### src/rtl/fm_seek_ctrl.sv
// FM tune/seek controller: retunes the NCO phase increment, discards settling samples,
// averages CORDIC magnitude and decides lock. Define FM_SEEK_RSSI_EN to register rssi.
module fm_seek_ctrl #(
    parameter int unsigned          PHI_WIDTH      = 32,
    parameter int unsigned          MAG_WIDTH      = 16,
    parameter int unsigned          AVG_LOG2       = 6,
    parameter int unsigned          SETTLE_SAMPLES = 256,
    parameter logic [PHI_WIDTH-1:0] RESET_PHI      = '0
) (
    input  logic                 clk,
    input  logic                 areset,
    input  logic                 cmd_valid,
    output logic                 cmd_ready,
    input  logic [1:0]           cmd_op,
    input  logic [PHI_WIDTH-1:0] cmd_phi,
    input  logic                 cmd_abort,
    input  logic [PHI_WIDTH-1:0] phi_step,
    input  logic [PHI_WIDTH-1:0] phi_lo,
    input  logic [PHI_WIDTH-1:0] phi_hi,
    input  logic [15:0]          scan_limit,
    input  logic [MAG_WIDTH-1:0] threshold,
    input  logic [MAG_WIDTH-1:0] mag_in,
    input  logic                 mag_valid,
    output logic [PHI_WIDTH-1:0] phi_inc,
    output logic                 busy,
    output logic                 locked,
    output logic                 mute,
    output logic [MAG_WIDTH-1:0] rssi
);

    localparam int unsigned SET_W  = $clog2(SETTLE_SAMPLES + 1);
    localparam int unsigned MCNT_W = AVG_LOG2 + 1;
    localparam int unsigned ACC_W  = MAG_WIDTH + AVG_LOG2;
    localparam int unsigned AVG_N  = 1 << AVG_LOG2;

    localparam logic [SET_W-1:0]  SETTLE_LAST = SET_W'(SETTLE_SAMPLES - 1);
    localparam logic [MCNT_W-1:0] MEAS_LAST   = MCNT_W'(AVG_N - 1);

    typedef enum logic [2:0] {
        S_IDLE,
        S_SETTLE,
        S_MEASURE,
        S_DECIDE,
        S_STEP
    } state_t;

    typedef enum logic [1:0] {
        OP_TUNE = 2'b00,
        OP_UP   = 2'b01,
        OP_DOWN = 2'b10,
        OP_RSVD = 2'b11
    } op_t;

    state_t               state_q, state_d;
    op_t                  op_q, op_d;
    logic [PHI_WIDTH-1:0] phi_q, phi_d;
    logic [PHI_WIDTH-1:0] start_phi_q, start_phi_d;
    logic [15:0]          step_cnt_q, step_cnt_d;
    logic [SET_W-1:0]     settle_cnt_q, settle_cnt_d;
    logic [MCNT_W-1:0]    meas_cnt_q, meas_cnt_d;
    logic [ACC_W-1:0]     acc_q, acc_d;
    logic                 locked_q, locked_d;

    logic                 abort;
    logic                 settle_done;
    logic                 meas_done;
    logic                 meas_locked;
    logic                 scan_done;
    logic [MAG_WIDTH-1:0] avg;
    logic [PHI_WIDTH-1:0] step_base;
    logic [PHI_WIDTH:0]   up_sum;
    logic [PHI_WIDTH:0]   lo_sum;
    logic [PHI_WIDTH-1:0] step_phi;

    assign abort       = cmd_abort && (state_q != S_IDLE);
    assign settle_done = mag_valid && (settle_cnt_q == SETTLE_LAST);
    assign meas_done   = mag_valid && (meas_cnt_q == MEAS_LAST);
    assign avg         = acc_q[ACC_W-1:AVG_LOG2];
    assign meas_locked = (avg >= threshold);
    // Compared with >= so a zero limit still stops after the mandatory first step.
    assign scan_done   = (step_cnt_q >= scan_limit);

    // The first step of a seek starts from the increment latched at acceptance.
    assign step_base = (step_cnt_q == 16'd0) ? start_phi_q : phi_q;
    assign up_sum    = {1'b0, step_base} + {1'b0, phi_step};
    assign lo_sum    = {1'b0, phi_lo} + {1'b0, phi_step};

    always_comb begin
        if (op_q == OP_DOWN) begin
            step_phi = ({1'b0, step_base} < lo_sum) ? phi_hi : (step_base - phi_step);
        end else begin
            step_phi = (up_sum > {1'b0, phi_hi}) ? phi_lo : up_sum[PHI_WIDTH-1:0];
        end
    end

    // NOTE: sequential state uses non-blocking assignments so every flop samples pre-edge values.
    always_ff @(posedge clk or posedge areset) begin
        if (areset) begin
            state_q <= S_IDLE;
        end else begin
            state_q <= state_d;
        end
    end

    // NOTE: every always_comb output gets a default first so no path can infer a latch.
    always_comb begin
        state_d = state_q;
        case (state_q)
            S_IDLE: begin
                if (cmd_valid) begin
                    if (op_t'(cmd_op) == OP_TUNE) begin
                        state_d = S_SETTLE;
                    end else if (op_t'(cmd_op) == OP_UP || op_t'(cmd_op) == OP_DOWN) begin
                        state_d = S_STEP;
                    end
                end
            end
            S_STEP:    state_d = S_SETTLE;
            S_SETTLE:  if (settle_done) state_d = S_MEASURE;
            S_MEASURE: if (meas_done) state_d = S_DECIDE;
            S_DECIDE: begin
                if (op_q == OP_TUNE || meas_locked || scan_done) begin
                    state_d = S_IDLE;
                end else begin
                    state_d = S_STEP;
                end
            end
            default:   state_d = S_IDLE;
        endcase
        if (abort) begin
            state_d = S_IDLE;
        end
    end

    always_comb begin
        cmd_ready = (state_q == S_IDLE);
        busy      = (state_q != S_IDLE);
        mute      = (state_q != S_IDLE) || !locked_q;
    end

    always_comb begin
        op_d         = op_q;
        phi_d        = phi_q;
        start_phi_d  = start_phi_q;
        step_cnt_d   = step_cnt_q;
        settle_cnt_d = settle_cnt_q;
        meas_cnt_d   = meas_cnt_q;
        acc_d        = acc_q;
        locked_d     = locked_q;
        case (state_q)
            S_IDLE: begin
                if (cmd_valid) begin
                    locked_d = 1'b0;
                    if (op_t'(cmd_op) == OP_TUNE) begin
                        op_d  = OP_TUNE;
                        phi_d = cmd_phi;
                    end else if (op_t'(cmd_op) == OP_UP || op_t'(cmd_op) == OP_DOWN) begin
                        op_d        = op_t'(cmd_op);
                        start_phi_d = phi_q;
                        step_cnt_d  = 16'd0;
                    end
                end
            end
            S_STEP: begin
                phi_d      = step_phi;
                step_cnt_d = step_cnt_q + 16'd1;
            end
            S_SETTLE: begin
                if (mag_valid) begin
                    settle_cnt_d = settle_done ? '0 : settle_cnt_q + 1'b1;
                end
            end
            S_MEASURE: begin
                if (mag_valid) begin
                    acc_d      = acc_q + ACC_W'(mag_in);
                    meas_cnt_d = meas_done ? '0 : meas_cnt_q + 1'b1;
                end
            end
            S_DECIDE: begin
                locked_d = meas_locked;
                acc_d    = '0;
            end
            default: ;
        endcase
        // Abort outranks any coincident sample; the increment stays where it is.
        if (abort) begin
            phi_d        = phi_q;
            locked_d     = 1'b0;
            step_cnt_d   = '0;
            settle_cnt_d = '0;
            meas_cnt_d   = '0;
            acc_d        = '0;
        end
    end

    always_ff @(posedge clk or posedge areset) begin
        if (areset) begin
            op_q         <= OP_TUNE;
            phi_q        <= RESET_PHI;
            start_phi_q  <= RESET_PHI;
            step_cnt_q   <= '0;
            settle_cnt_q <= '0;
            meas_cnt_q   <= '0;
            acc_q        <= '0;
            locked_q     <= 1'b0;
        end else begin
            op_q         <= op_d;
            phi_q        <= phi_d;
            start_phi_q  <= start_phi_d;
            step_cnt_q   <= step_cnt_d;
            settle_cnt_q <= settle_cnt_d;
            meas_cnt_q   <= meas_cnt_d;
            acc_q        <= acc_d;
            locked_q     <= locked_d;
        end
    end

    assign phi_inc = phi_q;
    assign locked  = locked_q;

`ifdef FM_SEEK_RSSI_EN
    logic [MAG_WIDTH-1:0] rssi_q, rssi_d;

    always_comb begin
        rssi_d = (state_q == S_DECIDE) ? avg : rssi_q;
    end

    always_ff @(posedge clk or posedge areset) begin
        if (areset) begin
            rssi_q <= '0;
        end else begin
            rssi_q <= rssi_d;
        end
    end

    assign rssi = rssi_q;
`else
    assign rssi = '0;
`endif

endmodule

### config.mk
export PLATFORM = sky130hd
export DESIGN_NAME = fm_seek_ctrl
export DESIGN_NICKNAME = d
export VERILOG_FILES = /design/src/rtl/fm_seek_ctrl.sv
export SDC_FILE = /design/constraint.sdc
export NUM_CORES = 1
export LEC_CHECK = 0
export CORE_UTILIZATION = 55
export CTS_CLUSTER_SIZE = 20
export DETAILED_ROUTE_END_ITERATION = 7
export GPL_TIMING_DRIVEN = 0
export PLACE_DENSITY_LB_ADDON = 0.1
export SLEW_MARGIN = 40
export SYNTH_ARGS = -nofsm -noshare
export SYNTH_HDL_FRONTEND = slang
export SYNTH_SLANG_ARGS = --single-unit
### constraint.sdc
create_clock -name clk -period 19 [get_ports clk]
set_input_delay 3.8 -clock clk [delete_from_list [all_inputs] [get_ports clk]]
set_output_delay 3.8 -clock clk [all_outputs]
set_load 0.03 [all_outputs]
==> impl_metrics.json <==
{
  "status": "complete, no violations",
  "simple_gate_area_share_of_the_yosys_netlist_pct": 19.5,
  "tightestPinTransition_ps": 787,
  "worst_hold_path_type": "reg -> reg",
  "criticalPathCategory": "in -> reg",
  "post-route-worst-setup-slack_ps": 8830,
  "min_delay_worst_endpoint": "meas_cnt_q[6]$_DFFE_PP0P_",
  "clkLatencyLatePin_ps": 420,
  "relSlewSlack_pct": 47.2,
  "yosys-top-cells-area": "sky130_fd_sc_hd__dfrtp_1 (20%), sky130_fd_sc_hd__ha_1 (17%), sky130_fd_sc_hd__a21oi_1 (5.5%), sky130_fd_sc_hd__mux2_2 (4.6%), sky130_fd_sc_hd__o21ai_0 (4.1%)",
  "post-dp-hpwl_um": 46200,
  "synth.top_cells.by_count": "sky130_fd_sc_hd__ha_1 (212), sky130_fd_sc_hd__a21oi_1 (169), sky130_fd_sc_hd__inv_1 (151), sky130_fd_sc_hd__nor2_1 (151), sky130_fd_sc_hd__o21ai_0 (127)",
  "fin_tns_setup_ps": 0,
  "clock_tree_from_tritoncts": "done",
  "critPathArrivalTime_ps": 10450,
  "synthFlopType": "sky130_fd_sc_hd__dfrtp_1",
  "synth_enable_flop_cells": 0,
  "final_layout_size_suffix_gt1_share_pct": 7.30,
  "global_route_overflow": 0,
  "drtPass1Iterations": 7,
  "synth_top_family_by_area": "compound AO/OA/AOI/OAI gates",
  "grt_pass1_vias": 15554,
  "cts.hold.buffers_added": 0,
  "maximum_number_of_pins_on_one_net_before_global_route_repair": 78,
  "synth.distinct_cells": 91,
  "synth_fa_ha_area_share_pct": 17.6,
  "drcViolationCount": 0,
  "cts_inserted_buffers": 17,
  "total_power_uw": 3240,
  "synth.avg_cell_area_um2": 7.89,
  "synthMuxAreaShare_pct": 5.09,
  "dpl.cell_count": 2578,
  "finalSetupViolCount": 0,
  "min_period_over_period_pct": 53.5,
  "die-width_um": 170,
  "port_buffers": 218,
  "core_area_um2": 27800,
  "irDropWorstVdd_uv": 66.0,
  "final.hold.worst_slack_ps": 485,
  "synthesis.instances": 1966,
  "critPathLaunchType": "input pin",
  "worstRegToRegCells": 28,
  "report.final.hold_viol_count": 0,
  "synth_compound_area_share_pct": 25.3,
  "finalNetCount": 2618,
  "worst_r2r_startpoint": "step_cnt_q[0]$_DFFE_PP0P_",
  "setup.reg_to_reg.worst_slack_ps": 10360,
  "clkSinkCount": 124,
  "place_worst_setup_slack_ps": 8770,
  "reg2reg_to": "phi_inc[2]$_DFFE_PP0P_",
  "yosys_warnings": 0,
  "antenna_found_initial": 0,
  "clk_transition_reported_paths_ps": 60,
  "initial_util_pct": 55.8,
  "routed-via-count": 16320,
  "powerDensity_nw_per_um2": 171,
  "drv.max_cap_violation_count": 0,
  "fp-row-count": 61,
  "synthesis_stage_register_bit_count": 124,
  "worst_setup_path_end_kind": "register",
  "path_max_fanout": 10,
  "asyncSetResetFlopFracSynth_pct": 100,
  "gp_congestion": 1.01,
  "hold_path_startpoint": "meas_cnt_q[6]$_DFFE_PP0P_",
  "clock_tree.htree_level_count": 4,
  "cts_max_path_buffers": 2,
  "post_cts_buffers": 0,
  "synthDominantCellAreaShare_pct": 20.0,
  "cts-resized-gates": 0,
  "synthesis_to_finish_area_growth_pct": 21.8,
  "final_cell_count_no_fill": 2610,
  "final-max-slew-violation-count": 0,
  "ioPinCount": 235,
  "final.min_clock_period_ps": 10170,
  "cp.required_ps": 19280,
  "yosysTopAreaCell": "sky130_fd_sc_hd__dfrtp_1",
  "drt-vias-per-instance": 6.25,
  "power.static_leakage_uw": 0.00852,
  "wl_per_cell_um": 21.6,
  "wire_length_of_the_first_global_routing_pass_um": 84900,
  "groute.usage.overall_pct": 38.3,
  "routed_wl_um": 56400,
  "clock_tree.root_cell": "sky130_fd_sc_hd__clkbuf_16",
  "detail_route.iter0.violations": 1598,
  "die-area_um2": 28900,
  "worst_hold_path_depth": 1,
  "xor_xnor_share_of_the_synthesized_area_pct": 5.87,
  "skew_ps": 11.4,
  "max_freq_mhz": 98.3,
  "antenna_diode_count": 0,
  "grt_setup_unrepaired": "false",
  "die-height_um": 170,
  "synth.most_common_cell": "sky130_fd_sc_hd__ha_1",
  "yosysSeqAreaShare_pct": 20.0,
  "postRouteAntennaNets": 0,
  "area_of_the_mapped_netlist_um2": 15500
}
## report_power, final
group          internal (µW)  leakage (µW)  switching [µW]  total, µW
combinational            936       0.00665            1530       2460
sequential               354       0.00158            77.7        432
clock                    209      0.000289             134        343
## cell usage in the layout, fill, tap and decap left out, types with 9 or more instances in the layout
cell type and n:
sky130_fd_sc_hd__xor2_1 35, sky130_fd_sc_hd__clkbuf_1 64, sky130_fd_sc_hd__nand4_1 27, sky130_fd_sc_hd__o211ai_1 25, sky130_fd_sc_hd__o21bai_1 15, sky130_fd_sc_hd__clkbuf_16 17
sky130_fd_sc_hd__inv_1 150, sky130_fd_sc_hd__nand2b_1 31, sky130_fd_sc_hd__ha_1 212, sky130_fd_sc_hd__o31ai_1 18, sky130_fd_sc_hd__buf_2 11, sky130_fd_sc_hd__a21o_1 60
sky130_fd_sc_hd__dfrtp_1 124, sky130_fd_sc_hd__nor4_1 14, sky130_fd_sc_hd__and2_1 10, sky130_fd_sc_hd__nor3_1 45, sky130_fd_sc_hd__a31oi_1 30, sky130_fd_sc_hd__mux2_2 63
sky130_fd_sc_hd__nor2_1 150, sky130_fd_sc_hd__nand2_1 125, sky130_fd_sc_hd__o21a_1 14, sky130_fd_sc_hd__nor2b_1 21, sky130_fd_sc_hd__o21ai_0 127, sky130_fd_sc_hd__xnor2_1 69
sky130_fd_sc_hd__a21oi_1 169, sky130_fd_sc_hd__and3_1 30, sky130_fd_sc_hd__buf_4 16, sky130_fd_sc_hd__clkdlybuf4s50_1 218, sky130_fd_sc_hd__a211oi_1 30, sky130_fd_sc_hd__nand3_1 49
sky130_fd_sc_hd__conb_1 16, sky130_fd_sc_hd__or3_1 43, sky130_fd_sc_hd__or2_2 10, sky130_fd_sc_hd__nand3b_1 9
## stage by stage
stage	utilization [%]	cell area, µm²
finish	68.0	18900
global route	68.0	18900
CTS	68.0	18900
detailed placement	65.8	18300
global placement	65.6	18200
floorplan	-	15600
## worst max-delay path, stage by stage
cell and delay, ps:
sky130_fd_sc_hd__clkdlybuf4s50_1 500, sky130_fd_sc_hd__ha_1 300, sky130_fd_sc_hd__fa_1 410, sky130_fd_sc_hd__nor2b_1 200, sky130_fd_sc_hd__o21ai_0 230, sky130_fd_sc_hd__o211a_1 280
sky130_fd_sc_hd__nor3_1 100, sky130_fd_sc_hd__o21ai_0 380, sky130_fd_sc_hd__o21ai_0 290, sky130_fd_sc_hd__a221o_1 390, sky130_fd_sc_hd__xor2_1 250, sky130_fd_sc_hd__inv_1 80
sky130_fd_sc_hd__ha_1 340, sky130_fd_sc_hd__nand4_1 110, sky130_fd_sc_hd__nand3_1 80, sky130_fd_sc_hd__nor2_1 380, sky130_fd_sc_hd__o21ai_1 160, sky130_fd_sc_hd__o31a_1 350
sky130_fd_sc_hd__nor3_2 480, sky130_fd_sc_hd__clkbuf_1 480, sky130_fd_sc_hd__a21boi_0 200, sky130_fd_sc_hd__o311ai_0 470, sky130_fd_sc_hd__a31oi_1 140
## layer usage
metal / track usage, % / part of all wire (%)
met2: 64.1 / 46
met1: 50.2 / 42
met3: 5.16 / 8.2
met4: 13.6 / 3.2
met5: 0 / 0
## how the worst max path moves through the flow
stage | endpoint | slack, ps | depth (start not counted) | start
after global placement | phi_inc[18]$_DFFE_PP0P_ | 8870 | 22 | phi_step[1]
after CTS | phi_inc[2]$_DFFE_PP0P_ | 9190 | 23 | phi_step[0]
final | phi_inc[2]$_DFFE_PP0P_ | 8830 | 23 | phi_step[0]
after floorplan | phi_inc[10]$_DFFE_PP0P_ | 10790 | 21 | phi_step[9]
after detailed placement | phi_inc[2]$_DFFE_PP0P_ | 8770 | 23 | phi_step[0]
after global routing | phi_inc[2]$_DFFE_PP0P_ | 8680 | 22 | phi_step[1]
## area by class of cell
class                   count  area (µm²)
well taps                 378         473
inverters                 153         582
multi-input cells        1609       11500
fillers                  2418        8900
plain buffers              95         445
flip-flops and latches    124        3100
clock inverters            14         183
clock buffers              18         429
repair buffers            219        2210
## cells by family after synthesis
group	after synthesis
buffers and inverters	248
adders and majority gates	216
AOI/OAI and AO/OA	604
muxes	71
and+or+nand+nor	598
xor gates and xnor gates	104
other	1
DFF	124
## flip-flops by register name, summed over array words and instances (netlist names)
| register | cells |
|---|---|
| acc_q | 22 |
| locked | 1 |
| meas_cnt_q | 7 |
| op_q | 2 |
| phi_inc | 32 |
| settle_cnt_q | 9 |
| start_phi_q | 32 |
| state_q | 3 |
| step_cnt_q | 16 |
No activity file was read; power rests on OpenSTA's default activity.
